File: src/rtl/condicionador_sensores.sv
// -----------------------------------------------------------------------------
// condicionador_sensores
//
// Sensor front-end for the irrigation controller. It turns the three raw
// tank-level switches into clean H/M/L levels. It also raises a latched error
// flag E for two causes: a physically impossible level pattern, or a fill
// command that produces no level change for too long.
//
// Ports
//   Clock       in   system clock, all state on the rising edge
//   Reset       in   synchronous, active-high reset (overrides everything)
//   raw_h/m/l   in   raw level switches, asynchronous to Clock
//   S_Enchendo  in   fill-valve command from the controller
//   Limpa_Erro  in   operator error-clear request (level-sampled)
//   H, M, L     out  debounced levels
//   E           out  error flag, high exactly while the FSM is in ERRO
//   Nivel[1:0]  out  encoded level: 0 empty, 1 L, 2 L+M, 3 L+M+H (0 if implausible)
//   Cod_Erro    out  latched cause: bit0 implausible sensors, bit1 fill timeout
// -----------------------------------------------------------------------------
module condicionador_sensores #(
  parameter int DEBOUNCE_CYCLES = 4,
  parameter int ERRO_CYCLES     = 8,
  parameter int FILL_TIMEOUT    = 16
) (
  input  logic       Clock,
  input  logic       Reset,
  input  logic       raw_h,
  input  logic       raw_m,
  input  logic       raw_l,
  input  logic       S_Enchendo,
  input  logic       Limpa_Erro,
  output logic       H,
  output logic       M,
  output logic       L,
  output logic       E,
  output logic [1:0] Nivel,
  output logic [1:0] Cod_Erro
);

  localparam int DBW = $clog2(DEBOUNCE_CYCLES + 1);
  localparam int PW  = $clog2(ERRO_CYCLES + 1);
  localparam int FW  = $clog2(FILL_TIMEOUT + 1);

  typedef enum logic [1:0] {
    ST_OK       = 2'd0,
    ST_SUSPEITO = 2'd1,
    ST_ERRO     = 2'd2
  } estado_t;

  // Channel index: 2 = high, 1 = mid, 0 = low.
  logic [2:0]     s1_q, s2_q;
  logic [2:0]     deb_q, deb_d;
  logic [DBW-1:0] dbc_q [3];
  logic [DBW-1:0] dbc_d [3];

  estado_t        state_q, state_d;
  logic [PW-1:0]  pers_q, pers_d;
  logic [FW-1:0]  fill_q, fill_d;
  logic [1:0]     cod_q, cod_d;

  logic implaus;
  logic deb_change;
  logic pers_hit;
  logic fill_hit;

  // Debounce: the counter tracks how many consecutive edges the synchronised
  // input has disagreed with the debounced value. Reaching the threshold
  // takes the new value; any agreeing edge restarts the count.
  always_comb begin
    deb_d = deb_q;
    for (int i = 0; i < 3; i++) begin
      dbc_d[i] = '0;
      if (s2_q[i] != deb_q[i]) begin
        if (dbc_q[i] == DBW'(DEBOUNCE_CYCLES - 1)) begin
          deb_d[i] = s2_q[i];
          dbc_d[i] = '0;
        end else begin
          dbc_d[i] = dbc_q[i] + DBW'(1);
        end
      end
    end
  end

  // A switch above cannot be wet while a switch below it is dry.
  assign implaus = (deb_q[2] & ~deb_q[1]) | (deb_q[2] & ~deb_q[0]) |
                   (deb_q[1] & ~deb_q[0]);

  always_comb begin
    Nivel = 2'd0;
    if (!implaus) begin
      if (deb_q[2] & deb_q[1] & deb_q[0]) Nivel = 2'd3;
      else if (deb_q[1] & deb_q[0])       Nivel = 2'd2;
      else if (deb_q[0])                  Nivel = 2'd1;
      else                                Nivel = 2'd0;
    end
  end

  // A debounced level flip this edge counts as the tank responding to filling.
  assign deb_change = (deb_d != deb_q);

  always_comb begin
    state_d  = state_q;
    pers_d   = pers_q;
    fill_d   = fill_q;
    cod_d    = cod_q;
    pers_hit = 1'b0;
    fill_hit = 1'b0;
    case (state_q)
      ST_OK, ST_SUSPEITO: begin
        // Persistence counter: starts at 1 on the first implausible edge.
        if (implaus) begin
          if (pers_q < PW'(ERRO_CYCLES)) pers_d = pers_q + PW'(1);
          pers_hit = (pers_d == PW'(ERRO_CYCLES));
        end else begin
          pers_d = '0;
        end
        // Fill timer: only counts while filling with no visible progress.
        if (!S_Enchendo || deb_change || (Nivel == 2'd3)) begin
          fill_d = '0;
        end else if (fill_q < FW'(FILL_TIMEOUT)) begin
          fill_d = fill_q + FW'(1);
        end
        fill_hit = (fill_d == FW'(FILL_TIMEOUT));

        if (pers_hit || fill_hit) begin
          state_d = ST_ERRO;
          cod_d   = {fill_hit, pers_hit};
          pers_d  = '0;
          fill_d  = '0;
        end else if (implaus) begin
          state_d = ST_SUSPEITO;
        end else begin
          state_d = ST_OK;
        end
      end
      ST_ERRO: begin
        pers_d = '0;
        fill_d = '0;
        // Clearing is refused while the sensors still disagree.
        if (Limpa_Erro && !implaus) begin
          state_d = ST_OK;
          cod_d   = 2'b00;
        end
      end
      default: begin
        state_d = ST_OK;
        pers_d  = '0;
        fill_d  = '0;
        cod_d   = 2'b00;
      end
    endcase
  end

  always_ff @(posedge Clock) begin
    if (Reset) begin
      s1_q    <= '0;
      s2_q    <= '0;
      deb_q   <= '0;
      for (int i = 0; i < 3; i++) dbc_q[i] <= '0;
      state_q <= ST_OK;
      pers_q  <= '0;
      fill_q  <= '0;
      cod_q   <= 2'b00;
    end else begin
      s1_q    <= {raw_h, raw_m, raw_l};
      s2_q    <= s1_q;
      deb_q   <= deb_d;
      for (int i = 0; i < 3; i++) dbc_q[i] <= dbc_d[i];
      state_q <= state_d;
      pers_q  <= pers_d;
      fill_q  <= fill_d;
      cod_q   <= cod_d;
    end
  end

  assign H        = deb_q[2];
  assign M        = deb_q[1];
  assign L        = deb_q[0];
  assign E        = (state_q == ST_ERRO);
  assign Cod_Erro = cod_q;

endmodule

File: config.mk
export PLATFORM = sky130hd
export DESIGN_NAME = condicionador_sensores
export DESIGN_NICKNAME = d
export VERILOG_FILES = /design/src/rtl/condicionador_sensores.sv
export SDC_FILE = /design/constraint.sdc
export NUM_CORES = 1
export LEC_CHECK = 0
export CORE_ASPECT_RATIO = 1.75
export CORE_MARGIN = 1.5
export CORE_UTILIZATION = 50
export DETAILED_ROUTE_END_ITERATION = 16
export PLACE_DENSITY = 0.73
export SYNTH_ARGS = -nofsm -noshare
export SYNTH_HDL_FRONTEND = slang
export SYNTH_SLANG_ARGS = --single-unit
File: constraint.sdc
create_clock -name Clock -period 5.68 [get_ports Clock]
set_clock_uncertainty 0.1 [all_clocks]
set_input_delay 1.136 -clock Clock [delete_from_list [all_inputs] [get_ports Clock]]
set_output_delay 1.136 -clock Clock [all_outputs]
set_load 0.02 [all_outputs]
## Yosys cells after proc, flatten, opt, wreduce, memory -nomap -nowiden

Memories as Yosys holds them, arrays and structs flattened.
Index checks and enable logic that the tools add are counted.

- Register bits after elaboration: 22
- Bits in writable memories: 9
- Input port bits: 7
- Output and inout bits: 8
- Word-level logic and storage cells: 91
- Memories: 1

Memories:

| name | depth | bits a word | read ports | clocked after memory_dff | wr ports | line | RTL |
|---|---|---|---|---|---|---|---|
| dbc_q | 3 | 3 | 3 | 0 | 3 | 53 | `logic [DBW-1:0] dbc_q [3];` |

- $add $sub $neg: 5
- Magnitude comparators: 2
- Equal/unequal tests: 14
- Mux-type cells: 36
- Bitwise gates (word level): 15
- Reductions and logical operators: 11

Operator list:

| cell | count |
|---|---|
| 2-to-1 mux 3 bit | 9 |
| 2-to-1 mux 5 bit | 3 |
| 2-to-1 mux 1 bit | 13 |
| 2-to-1 mux 2 bit | 6 |
| 2-to-1 mux 4 bit | 3 |
| adder 3 x 1 -> 3 bit, second input constant | 3 |
| == test 3 x 2 -> 1 bit, second input constant | 3 |
| case mux 2 bit (2 select lines) | 2 |
| bitwise AND 1 bit | 6 |
| adder 5 x 1 -> 5 bit, second input constant | 1 |
| == test 5 bit, second input constant | 1 |
| less-than comparator 5 bit, second input constant | 1 |
| bitwise OR 1 bit | 5 |
| adder 4 x 1 -> 4 bit, second input constant | 1 |
| == test 2 bit, second input constant | 2 |
| == test 4 bit, second input constant | 1 |
| less-than comparator 4 bit, second input constant | 1 |
| NOT 1 bit | 4 |
| OR reduction 4 bit | 1 |
| logical OR 1 bit | 3 |
| != test 1 bit | 3 |
| != test 3 bit | 1 |
| OR reduction 3 bit | 1 |
| == test 2 x 1 -> 1 bit, second input constant | 1 |
| 7 further kinds | 8 |

## Depth between registers and ports, before layout

Gate-level depths: netlist of run 1.

- Word-level depth: 13
- Mapped depth: 7
- Gate-level depth less buffers: 7

## Least setup slack after synthesis of run 1

Ideal clock, no wire load.

- Kind: register to output
- Start point: register deb_q[1]
- End point: output Nivel[0]
- Arrival: 0.989 ns
- Data required time: 4.444 ns
- Slack: 3.455 ns
- Cell stages (with the launch flop): 4
- Path buffers: 1
- Cell sequence: dfxtp_1 buf_2 xnor2_1 and2_1

- Cells in the longest elaborated chain, start to end: 5
- Elaborated cells between the ends (all ways): 11
- Classes of those cells: mux (3); bitwise (8)

Ends and longest elaborated chain:

| what | line | RTL |
|---|---|---|
| start: declaration | 52 | `logic [2:0] deb_q, deb_d;` |
| start signal: assignment | 158 | `deb_q <= '0;` |
| start signal: assignment | 167 | `deb_q <= deb_d;` |
| NOT 1 bit | 85 | `assign implaus = (deb_q[2] & ~deb_q[1]) \| (deb_q[2] & ~deb_q[0]) \|` |
| bitwise AND 1 bit | 85 |  |
| bitwise OR 1 bit (2 in a row) | 85 |  |
| 2-to-1 mux 2 bit * | 90 | `if (!implaus) begin` |
| end: declaration | 36 | `output logic [1:0] Nivel,` |

Every way passes the cells marked *; elsewhere a longest branch is shown, timed or not.

## Final worst setup path of run 1

Same ends and word-level chain as after synthesis.

==> flow_summary.html, run 1 <==
<table>
<tr><th>Metric</th><th>Value</th></tr>
<tr><th colspan="2">Power and ir drop</th></tr>
<tr><td>Pleak</td><td>0.6631 nW</td></tr>
<tr><td>Power consumption</td><td>0.4053 mW</td></tr>
<tr><td>Largest voltage drop on the vdd net</td><td>168.4 uV</td></tr>
<tr><td>Net switching power</td><td>0.08098 mW</td></tr>
<tr><td>Internal power</td><td>0.3243 mW</td></tr>
<tr><td>Switching Share</td><td>19.98%</td></tr>
<tr><td>Clock power share</td><td>40.8%</td></tr>
<tr><td>Sequential share of power</td><td>55.0%</td></tr>
<tr><td>Part of the power in combinational logic</td><td>4.2%</td></tr>
<tr><td>Pwr dens</td><td>248.0 nW/um2</td></tr>
<tr><th colspan="2">Synth</th></tr>
<tr><td>Most frequently used flop master after synthesis</td><td>sky130_fd_sc_hd__dfxtp_1</td></tr>
<tr><td>Flops &amp; latches, synth</td><td>31</td></tr>
<tr><td>Sequential share of the synthesized area</td><td>44.93%</td></tr>
<tr><td>Number of nets in the synthesized netlist</td><td>157</td></tr>
<tr><td>Main combinational cell family by area after synthesis</td><td>simple AND/OR/NAND/NOR gates</td></tr>
<tr><td>Main area contributors after synthesis</td><td>sky130_fd_sc_hd__dfxtp_1 45%, sky130_fd_sc_hd__ha_1 7.2%, sky130_fd_sc_hd__nor2_1 5.7%</td></tr>
<tr><td>Avg Cell Area, Syn</td><td>9.728 um2</td></tr>
<tr><td>Post-Syn Instances</td><td>142</td></tr>
<tr><td>Share of synthesized registers carrying an async set or reset</td><td>0%</td></tr>
<tr><td>Mapped cell area</td><td>1381 um2</td></tr>
<tr><td>Post-synthesis compound-gate area fraction</td><td>10.69%</td></tr>
<tr><td>Adder and majority gate portion of the synthesized area</td><td>7.246%</td></tr>
<tr><td>Yosys warning total</td><td>0</td></tr>
<tr><td>Count of different cell masters after synthesis</td><td>41</td></tr>
<tr><td>Count of flip-flops with a built-in enable after synthesis</td><td>0</td></tr>
<tr><td>Area share of xor/xnor cells in the synthesized design</td><td>5.072%</td></tr>
<tr><td>Synth area leader</td><td>sky130_fd_sc_hd__dfxtp_1</td></tr>
<tr><td>Fraction of synthesized area in multiplexers</td><td>5.163%</td></tr>
<tr><td>Area share of the largest cell type after synthesis</td><td>44.93%</td></tr>
<tr><td>Simple-Gate Fraction of Synth Area</td><td>22.74%</td></tr>
<tr><th colspan="2">Worst setup path</th></tr>
<tr><td>Cell-by-cell trace of the critical path</td><td>xnor2_1, and2_1, clkdlybuf4s50_1</td></tr>
<tr><td>Slowest cell delay on critical path</td><td>600 ps</td></tr>
<tr><td>Setup CP Type</td><td>register to primary output</td></tr>
<tr><td>Standard cell with the maximum stage delay on the critical path</td><td>sky130_fd_sc_hd__clkdlybuf4s50_1</td></tr>
<tr><td>Category of the worst setup path launch point</td><td>register</td></tr>
<tr><td>Largest driver fanout on the critical path</td><td>9</td></tr>
<tr><td>Type of element capturing the critical path</td><td>primary output</td></tr>
<tr><td>Reg2Reg Depth</td><td>6</td></tr>
<tr><td>Reg2Reg Capture Point</td><td>pers_q[1]</td></tr>
<tr><td>Slack of the worst reg-to-reg path</td><td>3340 ps</td></tr>
<tr><td>Worst path required time</td><td>4440 ps</td></tr>
<tr><td>Worst Path Arrival</td><td>1710 ps</td></tr>
<tr><td>Reg2Reg Launch Point</td><td>fill_q[1]</td></tr>
<tr><td>Critical path origin</td><td>deb_q[1]</td></tr>
<tr><th colspan="2">Global route</th></tr>
<tr><td>Antenna violations before repair</td><td>0</td></tr>
<tr><td>Via count of the first global-routing pass</td><td>1052</td></tr>
<tr><td>GRT overflow</td><td>0</td></tr>
<tr><td>Global routing usage summed across all routing layers</td><td>18.34%</td></tr>
<tr><td>Maximum number of pins on one net before global-route repair</td><td>18</td></tr>
<tr><td>First-pass GRT wire length</td><td>4181 um</td></tr>
<tr><th colspan="2">Floorplanning</th></tr>
<tr><td>Effective utilization at floorplan</td><td>51.95%</td></tr>
<tr><td>Overall die width</td><td>42.73 um</td></tr>
<tr><td>Die ar.</td><td>3099 um2</td></tr>
<tr><td>DIE HEIGHT</td><td>72.53 um</td></tr>
<tr><td>Floorplan row count</td><td>25</td></tr>
<tr><td>I/O pin count</td><td>15</td></tr>
<tr><td>Core area</td><td>2659 um2</td></tr>
<tr><th colspan="2">Clocking</th></tr>
<tr><td>Clock transition at the registers of the reported paths</td><td>60 ps</td></tr>
<tr><td>Worst-Skew Late Latency</td><td>270 ps</td></tr>
<tr><td>H-tree level count</td><td>2</td></tr>
<tr><td>CTS Buf Count</td><td>5</td></tr>
<tr><td>Maximum count of clock buffers along a single path</td><td>2</td></tr>
<tr><td>Hold buffer count at CTS</td><td>0</td></tr>
<tr><td>TritonCTS clock tree</td><td>done</td></tr>
<tr><td>Clock Root Buffer</td><td>sky130_fd_sc_hd__clkbuf_8</td></tr>
<tr><td>Setup bufs post-CTS</td><td>0</td></tr>
<tr><td>Clk sinks</td><td>31</td></tr>
<tr><td>Number of instances resized during post-cts repair</td><td>0</td></tr>
<tr><th colspan="2">Drt</th></tr>
<tr><td>Number of nets with antenna violations after detailed routing</td><td>0</td></tr>
<tr><td>DRC viols</td><td>0</td></tr>
<tr><td>Detailed router's first-iteration violation count</td><td>19</td></tr>
<tr><td>DR pass1 iterations</td><td>4</td></tr>
<tr><td>Via Count</td><td>1035</td></tr>
<tr><td>Mean number of vias per cell</td><td>5.505</td></tr>
<tr><td>Per-cell routed wire length</td><td>12.84 um</td></tr>
<tr><td>WL final</td><td>2413 um</td></tr>
<tr><th colspan="2">STA</th></tr>
<tr><td>Fin crit share</td><td>51.79%</td></tr>
<tr><td># setup viols final</td><td>0</td></tr>
<tr><td>Setup TNS after final layout</td><td>0 ps</td></tr>
<tr><td>Max-slew headroom</td><td>64.77%</td></tr>
<tr><td>Hold violation count in the final report</td><td>0</td></tr>
<tr><td>Worst Tran Pin Value</td><td>526.9 ps</td></tr>
<tr><td>Time the final worst path needs with I/O delays and setup</td><td>2942 ps</td></tr>
<tr><td>Setup repair after global routing missed its margin</td><td>false</td></tr>
<tr><td>Highest attainable clock frequency</td><td>339.9 MHz</td></tr>
<tr><td>Final count of pins violating max slew</td><td>0</td></tr>
<tr><th colspan="2">Worst hold path</th></tr>
<tr><td>Worst min-delay path startpoint</td><td>dbc_q[0][6]</td></tr>
<tr><td>Hold WC Path Type</td><td>register to register</td></tr>
<tr><td>Number of stages on the worst hold path</td><td>1</td></tr>
<tr><td>Hold Path End</td><td>dbc_q[0][6]</td></tr>
<tr><th colspan="2">Layout</th></tr>
<tr><td>Growth of design area from synthesis to finish</td><td>18.30%</td></tr>
<tr><td>Footprint of the multi-input gates</td><td>703.2 um2</td></tr>
<tr><td>Layout cells sized above 1</td><td>7.453%</td></tr>
<tr><td>Number of diodes</td><td>0</td></tr>
<tr><td>Final nets</td><td>176</td></tr>
<tr><td>Area taken by flip-flops and latches</td><td>620.6 um2</td></tr>
<tr><td>Filler Cells Inserted</td><td>225</td></tr>
<tr><td>Final non-filler cell area</td><td>1634 um2</td></tr>
<tr><td>Final cell utilization of the core</td><td>61.46%</td></tr>
<tr><th colspan="2">Placed design</th></tr>
<tr><td>RePlAce Congestion</td><td>0.9211</td></tr>
<tr><td>IO Port Bufs</td><td>14</td></tr>
<tr><td>Half-perimeter wire length after detailed placement</td><td>1908 um</td></tr>
<tr><td>Cell Area, Placed</td><td>1546 um2</td></tr>
<tr><th colspan="2">Flow run</th></tr>
<tr><td>Max-cap violation count</td><td>0</td></tr>
<tr><th colspan="2">Outcome</th></tr>
<tr><td>Result of the run</td><td>completed</td></tr>
</table>
[registers in the layout, indices dropped and copies added, names as in the netlist]
signal,cells
Cod_Erro,2
dbc_q,9
deb_q,3
fill_q,5
pers_q,4
s1_q,3
s2_q,3
state_q,2
[per-stage QoR]
stage | hold WS (ps) | setup WS [ps] | std cells
4_1_cts | 328.5 | 2727 | 188
5_1_grt | 341.2 | 2664 | 188
6_report | 325.4 | 2738 | 188
2_1_floorplan | 297.4 | 3455 | 142
3_3_place_gp | 304.3 | 2941 | 181
3_5_place_dp | 319.1 | 2891 | 181
[synthesized netlist by cell type, types with 2 or more instances]
library cell and n:
sky130_fd_sc_hd__or3_1 2, sky130_fd_sc_hd__and3b_1 2, sky130_fd_sc_hd__nor2_1 21, sky130_fd_sc_hd__a32oi_1 2, sky130_fd_sc_hd__a21oi_1 2, sky130_fd_sc_hd__ha_1 8, sky130_fd_sc_hd__mux2i_1 6, sky130_fd_sc_hd__nor2b_1 9
sky130_fd_sc_hd__and3_1 2, sky130_fd_sc_hd__xnor2_1 6, sky130_fd_sc_hd__nand2_1 3, sky130_fd_sc_hd__nand2b_1 2, sky130_fd_sc_hd__and2_1 4, sky130_fd_sc_hd__xor2_1 2, sky130_fd_sc_hd__dfxtp_1 31, sky130_fd_sc_hd__o21ai_0 2
sky130_fd_sc_hd__inv_1 13, sky130_fd_sc_hd__and2b_1 2
[layer usage]
metal | vias up | track usage (%) | share of wire, %
met3 | 7 | 5.473 | 3.1
met2 | 16 | 34.34 | 56
met5 | - | 0 | 0
met4 | 0 | 13.19 | 3.4
li1 | 527 | - | -
met1 | 485 | 15.43 | 37
[layout by cell type, fill, tap and decap left out, types with 2 or more instances in the layout]
cell                              netlist  layout
sky130_fd_sc_hd__nand2b_1               2       2
sky130_fd_sc_hd__clkbuf_8               0       6
sky130_fd_sc_hd__inv_1                 13      13
sky130_fd_sc_hd__and2_1                 4       4
sky130_fd_sc_hd__nand2_1                3       3
sky130_fd_sc_hd__o21ai_0                2       2
sky130_fd_sc_hd__xor2_1                 2       2
sky130_fd_sc_hd__and3_1                 2       2
sky130_fd_sc_hd__and2b_1                2       2
sky130_fd_sc_hd__nor2b_1                9       9
sky130_fd_sc_hd__mux2i_1                6       6
sky130_fd_sc_hd__a32oi_1                2       2
sky130_fd_sc_hd__nor2_1                21      21
sky130_fd_sc_hd__a21oi_1                2       2
sky130_fd_sc_hd__ha_1                   8       8
sky130_fd_sc_hd__and3b_1                2       2
sky130_fd_sc_hd__dfxtp_1               31      31
sky130_fd_sc_hd__or3_1                  2       2
sky130_fd_sc_hd__xnor2_1                6       6
sky130_fd_sc_hd__clkdlybuf4s50_1        0      14
[power by group through the flow]
stage,clock (mW),sequential (mW),combinational (mW)
3_3_place_gp,0,0.227,0.0163
2_1_floorplan,0,0.227,0.0103
5_1_grt,0.181,0.223,0.0190
3_5_place_dp,0,0.228,0.0171
4_1_cts,0.172,0.223,0.0172
6_report,0.165,0.223,0.0169
[worst max path at each step]
stage	endpoint	slack, ps	cells past startpoint
6_report	Nivel[0]	2740	3
5_1_grt	Nivel[0]	2660	3
4_1_cts	Nivel[0]	2730	3
3_5_place_dp	pers_q[0]	2890	4
3_3_place_gp	pers_q[2]	2940	5
2_1_floorplan	Nivel[0]	3460	3
[area by class of cell]
type,instances,area share (%)
clock buffer,6,5.054
clock inverter,1,0.3063
inverter,13,2.986
multi-input combinational,96,43.03
sequential,31,37.98
tap,27,2.067
timing repair buffer,14,8.576
[critical path, delay by kind of cell (launching register included)]
kind | cells | cell delay, ps
buffers and inverters | 1 | 600
flip-flops | 1 | 520
XOR/XNOR | 1 | 160
AND/OR/NAND/NOR | 1 | 150
[cell families (layout without fill, tap and decap cells)]
family | Yosys count | in the layout
AOI/OAI and AO/OA | 17 | 17
DFF | 31 | 31
adders and majority gates | 8 | 8
buffers and inverters | 15 | 34
and+or+nand+nor | 56 | 56
muxes | 7 | 7
xor gates and xnor gates | 8 | 8
Note: power is estimated with default switching activity, not from simulation.
==> run 2, diff against run 1 <==
- clock period: 5.68 -> 2.8 ns (I/O delays scaled with it)
==> flow_summary.html, run 2 (synthesized netlist as in run 1, its figures left out) <==
<table>
<tr><th>Metric</th><th>Value</th></tr>
<tr><th colspan="2">Clocking</th></tr>
<tr><td>H-tree level count</td><td>2 (unchanged)</td></tr>
<tr><td>Clock transition at the registers of the reported paths</td><td>60 ps (about the same)</td></tr>
<tr><td>Number of instances resized during post-cts repair</td><td>0 (unchanged)</td></tr>
<tr><td>Worst-Skew Late Latency</td><td>280 ps (was 270 ps)</td></tr>
<tr><td>Clk sinks</td><td>31 (unchanged)</td></tr>
<tr><td>Setup bufs post-CTS</td><td>0 (unchanged)</td></tr>
<tr><td>Hold buffer count at CTS</td><td>0 (unchanged)</td></tr>
<tr><td>CTS Buf Count</td><td>5 (unchanged)</td></tr>
<tr><td>Maximum count of clock buffers along a single path</td><td>2 (unchanged)</td></tr>
<tr><td>TritonCTS clock tree</td><td>done (unchanged)</td></tr>
<tr><td>Clock Root Buffer</td><td>sky130_fd_sc_hd__clkbuf_8 (unchanged)</td></tr>
<tr><th colspan="2">Placed design</th></tr>
<tr><td>RePlAce Congestion</td><td>0.8535 (was 0.9211)</td></tr>
<tr><td>Setup slack after placement</td><td>502.1 ps (was 2891 ps)</td></tr>
<tr><td>IO Port Bufs</td><td>14 (unchanged)</td></tr>
<tr><td>Half-perimeter wire length after detailed placement</td><td>1811 um (was 1908 um)</td></tr>
<tr><th colspan="2">Drt</th></tr>
<tr><td>Met2 wire len</td><td>1342 um (was 1359 um)</td></tr>
<tr><td>Met3 WL</td><td>88 um (was 75 um)</td></tr>
<tr><td>Wl on met1</td><td>961 um (was 896 um)</td></tr>
<tr><td>DR pass1 iterations</td><td>4 (unchanged)</td></tr>
<tr><td>Mean number of vias per cell</td><td>5.284 (was 5.505)</td></tr>
<tr><td>DRC viols</td><td>0 (unchanged)</td></tr>
<tr><td>Top routing layer in use</td><td>met4 (unchanged)</td></tr>
<tr><td>Detailed router's first-iteration violation count</td><td>17 (was 19)</td></tr>
<tr><td>Per-cell routed wire length</td><td>12.78 um (was 12.84 um)</td></tr>
<tr><td>Number of nets with antenna violations after detailed routing</td><td>0 (unchanged)</td></tr>
<tr><td>Via Count</td><td>1004 (was 1035)</td></tr>
<tr><td>WL final</td><td>2428 um (was 2413 um)</td></tr>
<tr><th colspan="2">Global route</th></tr>
<tr><td>First-pass GRT wire length</td><td>4284 um (was 4181 um)</td></tr>
<tr><td>Antenna violations before repair</td><td>0 (unchanged)</td></tr>
<tr><td>Via count of the first global-routing pass</td><td>1034 (was 1052)</td></tr>
<tr><td>Global routing usage summed across all routing layers</td><td>18.44% (was 18.34%)</td></tr>
<tr><td>GRT overflow</td><td>0 (unchanged)</td></tr>
<tr><td>Maximum number of pins on one net before global-route repair</td><td>16 (was 18)</td></tr>
<tr><th colspan="2">Layout</th></tr>
<tr><td>Biggest registers after layout</td><td>dbc_q: 9 flops, fill_q: 5 flops, pers_q: 4 flops (unchanged)</td></tr>
<tr><td>Final nets</td><td>177 (was 176)</td></tr>
<tr><td>Number of diodes</td><td>0 (unchanged)</td></tr>
<tr><td>Commonest cells after routing, fill and taps aside</td><td>31 x sky130_fd_sc_hd__dfxtp_1, 21 x sky130_fd_sc_hd__nor2_1, 14 x sky130_fd_sc_hd__clkdlybuf4s50_1 (unchanged)</td></tr>
<tr><td>Final cell utilization of the core</td><td>62.21% (was 61.46%)</td></tr>
<tr><td>Register with the most flip-flops</td><td>dbc_q (unchanged)</td></tr>
<tr><td>Largest register FFs</td><td>9 (unchanged)</td></tr>
<tr><td>Growth of design area from synthesis to finish</td><td>19.75% (was 18.30%)</td></tr>
<tr><td>Layout cells sized above 1</td><td>7.975% (was 7.453%)</td></tr>
<tr><td>Most common cell after layout, fill and taps aside</td><td>sky130_fd_sc_hd__dfxtp_1 (unchanged)</td></tr>
<tr><th colspan="2">Worst setup path</th></tr>
<tr><td>Worst path required time</td><td>2140 ps (was 4440 ps)</td></tr>
<tr><td>Setup CP Type</td><td>register to primary output (unchanged)</td></tr>
<tr><td>Largest driver fanout on the critical path</td><td>9 (unchanged)</td></tr>
<tr><td>Worst Path Arrival</td><td>1670 ps (was 1710 ps)</td></tr>
<tr><td>Category of the worst setup path launch point</td><td>register (unchanged)</td></tr>
<tr><td>Type of element capturing the critical path</td><td>primary output (unchanged)</td></tr>
<tr><th colspan="2">STA</th></tr>
<tr><td>Time the final worst path needs with I/O delays and setup</td><td>2328 ps</td></tr>
<tr><td>Setup TNS after final layout</td><td>0 ps (unchanged)</td></tr>
<tr><td>Final count of pins violating max slew</td><td>0 (unchanged)</td></tr>
<tr><td>Hold violation count in the final report</td><td>0 (unchanged)</td></tr>
<tr><td>Fin crit share</td><td>83.15%</td></tr>
<tr><td># setup viols final</td><td>0 (unchanged)</td></tr>
<tr><td>Worst Tran Pin Value</td><td>459.7 ps (was 526.9 ps)</td></tr>
<tr><td>Setup repair after global routing missed its margin</td><td>false (unchanged)</td></tr>
<tr><td>Max-slew headroom</td><td>69.02% (was 64.77%)</td></tr>
<tr><td>Highest attainable clock frequency</td><td>429.5 MHz</td></tr>
<tr><td>Minimum hold slack</td><td>317.6 ps (was 325.4 ps)</td></tr>
<tr><td>Final worst-path setup slack</td><td>471.8 ps (was 2738 ps)</td></tr>
<tr><th colspan="2">Power and ir drop</th></tr>
<tr><td>Pleak</td><td>0.6723 nW (was 0.6631 nW)</td></tr>
<tr><td>Largest voltage drop on the vdd net</td><td>368.3 uV (was 168.4 uV)</td></tr>
<tr><td>Power consumption</td><td>0.8618 mW (was 0.4053 mW)</td></tr>
<tr><td>Pwr dens</td><td>521.0 nW/um2 (was 248.0 nW/um2)</td></tr>
<tr><th colspan="2">Floorplanning</th></tr>
<tr><td>I/O pin count</td><td>15 (unchanged)</td></tr>
<tr><td>Die ar.</td><td>3099 um2 (unchanged)</td></tr>
<tr><td>Effective utilization at floorplan</td><td>51.95% (unchanged)</td></tr>
<tr><td>Floorplan row count</td><td>25 (unchanged)</td></tr>
<tr><td>DIE HEIGHT</td><td>72.53 um (unchanged)</td></tr>
<tr><td>Overall die width</td><td>42.73 um (unchanged)</td></tr>
<tr><td>Core area</td><td>2659 um2 (unchanged)</td></tr>
<tr><th colspan="2">Worst hold path</th></tr>
<tr><td>Hold WC Path Type</td><td>register to register (unchanged)</td></tr>
<tr><th colspan="2">Flow run</th></tr>
<tr><td>Max-cap violation count</td><td>0 (unchanged)</td></tr>
<tr><th colspan="2">Outcome</th></tr>
<tr><td>Result of the run</td><td>completed (unchanged)</td></tr>
</table>
run 2: changes by cell type in the layout (fill, tap and decap cells not counted):
cell,change
sky130_fd_sc_hd__clkbuf_1,+1
sky130_fd_sc_hd__clkinv_2,-1
sky130_fd_sc_hd__buf_4,+1
sky130_fd_sc_hd__clkbuf_8,+1
run 2: final cells by class:
type / count / area, um2
Fill cell: 237 / 1005
Multi-Input combinational cell: 96 / 703.2
Sequential cell: 31 / 620.6
Timing Repair Buffer: 15 / 147.6
Clock buffer: 8 / 100.1
Inverter: 13 / 48.80
Tap cell: 27 / 33.78
run 2: where the power goes:
part           leakage (nW)  switching [mW]  total (mW)  internal (mW)
Combinational         0.369          0.0172      0.0357         0.0185
Clock                0.0515           0.150       0.374          0.224
Sequential            0.251         0.00413       0.452          0.448
Total                 0.672           0.171       0.862          0.690
run 2: worst max-delay path, cell delays in order, from the launching register on:
cell	delay, ps
sky130_fd_sc_hd__dfxtp_1	510
sky130_fd_sc_hd__xnor2_1	150
sky130_fd_sc_hd__and2_1	140
sky130_fd_sc_hd__clkdlybuf4s50_1	590
run 2: final timing paths:
path          startpoint          end  slack [ps]  cells past startpoint
max             deb_q[1]     Nivel[0]         470                      3
min          dbc_q[0][3]  dbc_q[0][3]         320                      1
max reg2reg    fill_q[0]    pers_q[3]         520                      6
min reg2reg  dbc_q[0][3]  dbc_q[0][3]         320                      1
run 2: layer usage:
layer / vias up / GRT usage (%)
li1: 526 / -
met1: 461 / 17.97
met2: 11 / 34.01
met5: - / 0
met3: 6 / 6.716
met4: 0 / 7.292
run 2: per-stage QoR:
stage / area [um2] / std cells
after floorplan: 1381 / 142
after global placement: 1554 / 182
after detailed placement: 1554 / 182
after CTS: 1654 / 190
after global routing: 1654 / 190
final: 1654 / 190
==> run 3, diff against run 2 <==
- CORE_UTILIZATION: 50 -> 49
- PLACE_DENSITY: 0.73 -> 0.75
- clock period: 2.8 -> 1.89 ns (I/O delays scaled with it)
==> flow_summary.html, run 3 (synthesized netlist as in run 1, its figures left out) <==
<table>
<tr><th>Metric</th><th>Value</th></tr>
<tr><th colspan="2">Clocking</th></tr>
<tr><td>TritonCTS clock tree</td><td>done (unchanged)</td></tr>
<tr><td>CTS Buf Count</td><td>5 (unchanged)</td></tr>
<tr><td>Clk sinks</td><td>31 (unchanged)</td></tr>
<tr><td>Clock Root Buffer</td><td>sky130_fd_sc_hd__clkbuf_8 (unchanged)</td></tr>
<tr><td>Hold buffer count at CTS</td><td>0 (unchanged)</td></tr>
<tr><td>Maximum count of clock buffers along a single path</td><td>2 (unchanged)</td></tr>
<tr><td>Clock transition at the registers of the reported paths</td><td>70 ps (was 60 ps)</td></tr>
<tr><td>H-tree level count</td><td>2 (unchanged)</td></tr>
<tr><td>Worst-Skew Late Latency</td><td>280 ps (about the same)</td></tr>
<tr><th colspan="2">Worst setup path</th></tr>
<tr><td>Cell-by-cell trace of the critical path</td><td>ha_4, or4b_4, a21oi_4, a41oi_4, o41ai_4, buf_4, nor2_1 (was xnor2_1, and2_1, clkdlybuf4s50_1)</td></tr>
<tr><td>Slowest cell delay on critical path</td><td>490 ps (was 590 ps)</td></tr>
<tr><td>Category of the worst setup path launch point</td><td>register (unchanged)</td></tr>
<tr><td>Type of element capturing the critical path</td><td>register (was primary output)</td></tr>
<tr><td>Worst path top cell family by delay</td><td>simple AND/OR/NAND/NOR gates (was buffers and inverters)</td></tr>
<tr><td>Standard cell with the maximum stage delay on the critical path</td><td>sky130_fd_sc_hd__or4b_4 (was sky130_fd_sc_hd__clkdlybuf4s50_1)</td></tr>
<tr><td>Slack of the worst reg-to-reg path</td><td>-110 ps (was 520 ps)</td></tr>
<tr><td>Worst path required time</td><td>1960 ps (was 2140 ps)</td></tr>
<tr><td>Sum of buffers and inverters on the critical path</td><td>1 (unchanged)</td></tr>
<tr><td>Setup CP Type</td><td>register to register (was register to primary output)</td></tr>
<tr><td>Largest driver fanout on the critical path</td><td>5 (was 9)</td></tr>
<tr><td>Worst Path Arrival</td><td>2070 ps (was 1670 ps)</td></tr>
<tr><th colspan="2">Drt</th></tr>
<tr><td>Top routing layer in use</td><td>met4 (unchanged)</td></tr>
<tr><td>Per-cell routed wire length</td><td>13.30 um (was 12.78 um)</td></tr>
<tr><td>DRC viols</td><td>0 (unchanged)</td></tr>
<tr><td>Detailed router's first-iteration violation count</td><td>22 (was 17)</td></tr>
<tr><td>Via Count</td><td>1104 (was 1004)</td></tr>
<tr><td>Number of nets with antenna violations after detailed routing</td><td>0 (unchanged)</td></tr>
<tr><td>Wl on met1</td><td>1117 um (was 961 um)</td></tr>
<tr><td>Met3 WL</td><td>87 um (was 88 um)</td></tr>
<tr><td>WL final</td><td>2754 um (was 2428 um)</td></tr>
<tr><td>DR pass1 iterations</td><td>4 (unchanged)</td></tr>
<tr><td>Met2 wire len</td><td>1477 um (was 1342 um)</td></tr>
<tr><td>Mean number of vias per cell</td><td>5.333 (was 5.284)</td></tr>
<tr><th colspan="2">Outcome</th></tr>
<tr><td>Violations in the final reports</td><td>negative setup slack</td></tr>
<tr><td>Result of the run</td><td>finished with violations (was completed)</td></tr>
<tr><th colspan="2">Placed design</th></tr>
<tr><td>RePlAce Congestion</td><td>0.7349 (was 0.8535)</td></tr>
<tr><td>Setup slack after placement</td><td>-251.1 ps (was 502.1 ps)</td></tr>
<tr><td>IO Port Bufs</td><td>14 (unchanged)</td></tr>
<tr><td>Half-perimeter wire length after detailed placement</td><td>2038 um (was 1811 um)</td></tr>
<tr><th colspan="2">Floorplanning</th></tr>
<tr><td>Die ar.</td><td>3159 um2 (was 3099 um2)</td></tr>
<tr><td>Overall die width</td><td>43.14 um (was 42.73 um)</td></tr>
<tr><td>Floorplan row count</td><td>25 (unchanged)</td></tr>
<tr><td>I/O pin count</td><td>15 (unchanged)</td></tr>
<tr><td>Core area</td><td>2690 um2 (was 2659 um2)</td></tr>
<tr><td>DIE HEIGHT</td><td>73.24 um (was 72.53 um)</td></tr>
<tr><td>Effective utilization at floorplan</td><td>51.35% (was 51.95%)</td></tr>
<tr><th colspan="2">Global route</th></tr>
<tr><td>Via count of the first global-routing pass</td><td>1157 (was 1034)</td></tr>
<tr><td>First-pass GRT wire length</td><td>4781 um (was 4284 um)</td></tr>
<tr><td>Maximum number of pins on one net before global-route repair</td><td>11 (was 16)</td></tr>
<tr><td>GRT overflow</td><td>0 (unchanged)</td></tr>
<tr><td>Global routing usage summed across all routing layers</td><td>20.13% (was 18.44%)</td></tr>
<tr><td>Antenna violations before repair</td><td>0 (unchanged)</td></tr>
<tr><th colspan="2">STA</th></tr>
<tr><td># setup viols final</td><td>8 (was 0)</td></tr>
<tr><td>Max-slew headroom</td><td>78.00% (was 69.02%)</td></tr>
<tr><td>Highest attainable clock frequency</td><td>500.4 MHz</td></tr>
<tr><td>Hold violation count in the final report</td><td>0 (unchanged)</td></tr>
<tr><td>Time the final worst path needs with I/O delays and setup</td><td>1998 ps</td></tr>
<tr><td>Fin crit share</td><td>105.7%</td></tr>
<tr><td>Final worst-path setup slack</td><td>-108.4 ps (was 471.8 ps)</td></tr>
<tr><td>Worst Tran Pin Value</td><td>325.4 ps (was 459.7 ps)</td></tr>
<tr><td>Setup TNS after final layout</td><td>-619.0 ps (was 0 ps)</td></tr>
<tr><td>Final count of pins violating max slew</td><td>0 (unchanged)</td></tr>
<tr><td>Setup repair after global routing missed its margin</td><td>true (was false)</td></tr>
<tr><th colspan="2">Flow run</th></tr>
<tr><td>Max-cap violation count</td><td>0 (unchanged)</td></tr>
<tr><th colspan="2">Power and ir drop</th></tr>
<tr><td>Sequential share of power</td><td>50.7% (was 52.5%)</td></tr>
<tr><td>Switching Share</td><td>21.43% (was 19.89%)</td></tr>
<tr><td>Net switching power</td><td>0.2832 mW (was 0.1714 mW)</td></tr>
<tr><td>Clock power share</td><td>43.3% (was 43.4%)</td></tr>
<tr><td>Pwr dens</td><td>700.8 nW/um2 (was 521.0 nW/um2)</td></tr>
<tr><td>Pleak</td><td>0.7996 nW (was 0.6723 nW)</td></tr>
<tr><td>Part of the power in combinational logic</td><td>6.0% (was 4.1%)</td></tr>
<tr><td>Largest voltage drop on the vdd net</td><td>633.0 uV (was 368.3 uV)</td></tr>
<tr><td>Internal power</td><td>1.038 mW (was 0.6904 mW)</td></tr>
<tr><th colspan="2">Layout</th></tr>
<tr><td>Filler Cells Inserted</td><td>215 (was 237)</td></tr>
<tr><td>Biggest registers after layout</td><td>dbc_q: 9 flops, fill_q: 5 flops, pers_q: 4 flops (unchanged)</td></tr>
<tr><td>Layout cells sized above 1</td><td>24.44% (was 7.975%)</td></tr>
<tr><td>Most common cell after layout, fill and taps aside</td><td>sky130_fd_sc_hd__dfxtp_1 (unchanged)</td></tr>
<tr><td>Largest register FFs</td><td>9 (unchanged)</td></tr>
<tr><td>Growth of design area from synthesis to finish</td><td>36.50% (was 19.75%)</td></tr>
<tr><td>Final nets</td><td>194 (was 177)</td></tr>
<tr><td>Register with the most flip-flops</td><td>dbc_q (unchanged)</td></tr>
<tr><td>Commonest cells after routing, fill and taps aside</td><td>26 x sky130_fd_sc_hd__dfxtp_1, 21 x sky130_fd_sc_hd__nor2_1, 18 x sky130_fd_sc_hd__buf_4 (was 31 x sky130_fd_sc_hd__dfxtp_1, 21 x sky130_fd_sc_hd__nor2_1, 14 x sky130_fd_sc_hd__clkdlybuf4s50_1)</td></tr>
<tr><td>Number of diodes</td><td>0 (unchanged)</td></tr>
<tr><th colspan="2">Worst hold path</th></tr>
<tr><td>Hold WC Path Type</td><td>register to register (unchanged)</td></tr>
</table>
## run 3: changes by cell type in the layout (fill, tap and decap cells not counted), moves of 3 or more
| cell | change |
|---|---|
| sky130_fd_sc_hd__buf_4 | +17 |
| sky130_fd_sc_hd__clkdlybuf4s50_1 | -5 |
| sky130_fd_sc_hd__dfxtp_1 | -5 |
| sky130_fd_sc_hd__dfxtp_2 | +5 |
| sky130_fd_sc_hd__dlygate4sd2_1 | +4 |
| sky130_fd_sc_hd__ha_1 | -3 |
| sky130_fd_sc_hd__ha_4 | +3 |
## run 3: worst paths after layout
check | cells past startpoint | to | start
min reg2reg | 1 | dbc_q[0][3] | dbc_q[0][3]
max | 7 | pers_q[2] | fill_q[0]
min | 1 | dbc_q[0][3] | dbc_q[0][3]
max reg2reg | 7 | pers_q[2] | fill_q[0]
## run 3: power groups by stage
stage	Clock [mW]	Combinational (mW)	Sequential (mW)
after floorplan	0	0.0333	0.684
after global placement	0	0.0634	0.684
after detailed placement	0	0.0665	0.685
after CTS	0.587	0.0784	0.670
after global routing	0.611	0.0867	0.671
final	0.573	0.0786	0.670
## run 3: final cells by class
type / count / area [um2] / share of cell area [%]
clock buffer: 7 / 96.34 / 5.109
clock inverter: 1 / 7.507 / 0.3981
sequential: 31 / 626.9 / 33.24
multi-input combinational: 96 / 799.5 / 42.40
tap: 27 / 33.78 / 1.792
inverter: 13 / 48.80 / 2.588
timing repair buffer: 32 / 272.8 / 14.47
## run 3: stage by stage
step                utilization (%)  cell area [um2]  total power, mW  std cells  hold slack [ps]
global placement              62.65             1685           0.7474        196            304.6
global route                  70.09             1886            1.368        207            344.0
CTS                           69.95             1882            1.336        207            334.4
finish                        70.09             1886            1.321        207            329.7
detailed placement            62.65             1685           0.7510        196            321.1
floorplan                         -             1408           0.7173        142            297.4
## run 3: worst register-to-register path: cells and delay by family (launching register included)
family	cells	cell delay (ps)
compound gates	3	490
fa+ha+maj	1	230
buf+inv	1	200
flops	1	340
simple gates	2	540
## run 3: repair_timing
action                                  in CTS  in global routing
pin swaps                                   11                  1
setup buffers                                3                  0
endpoints found under the setup margin      16                 13
cloned                                       0                  0
resized for setup                           19                  2
## run 3: per-layer routing
metal  vias to the layer above  global-route usage (%)
li1                        560                       -
met1                       515                   20.84
met2                        22                   36.15
met3                         7                   3.960
met4                         0                   11.78
met5                         -                       0
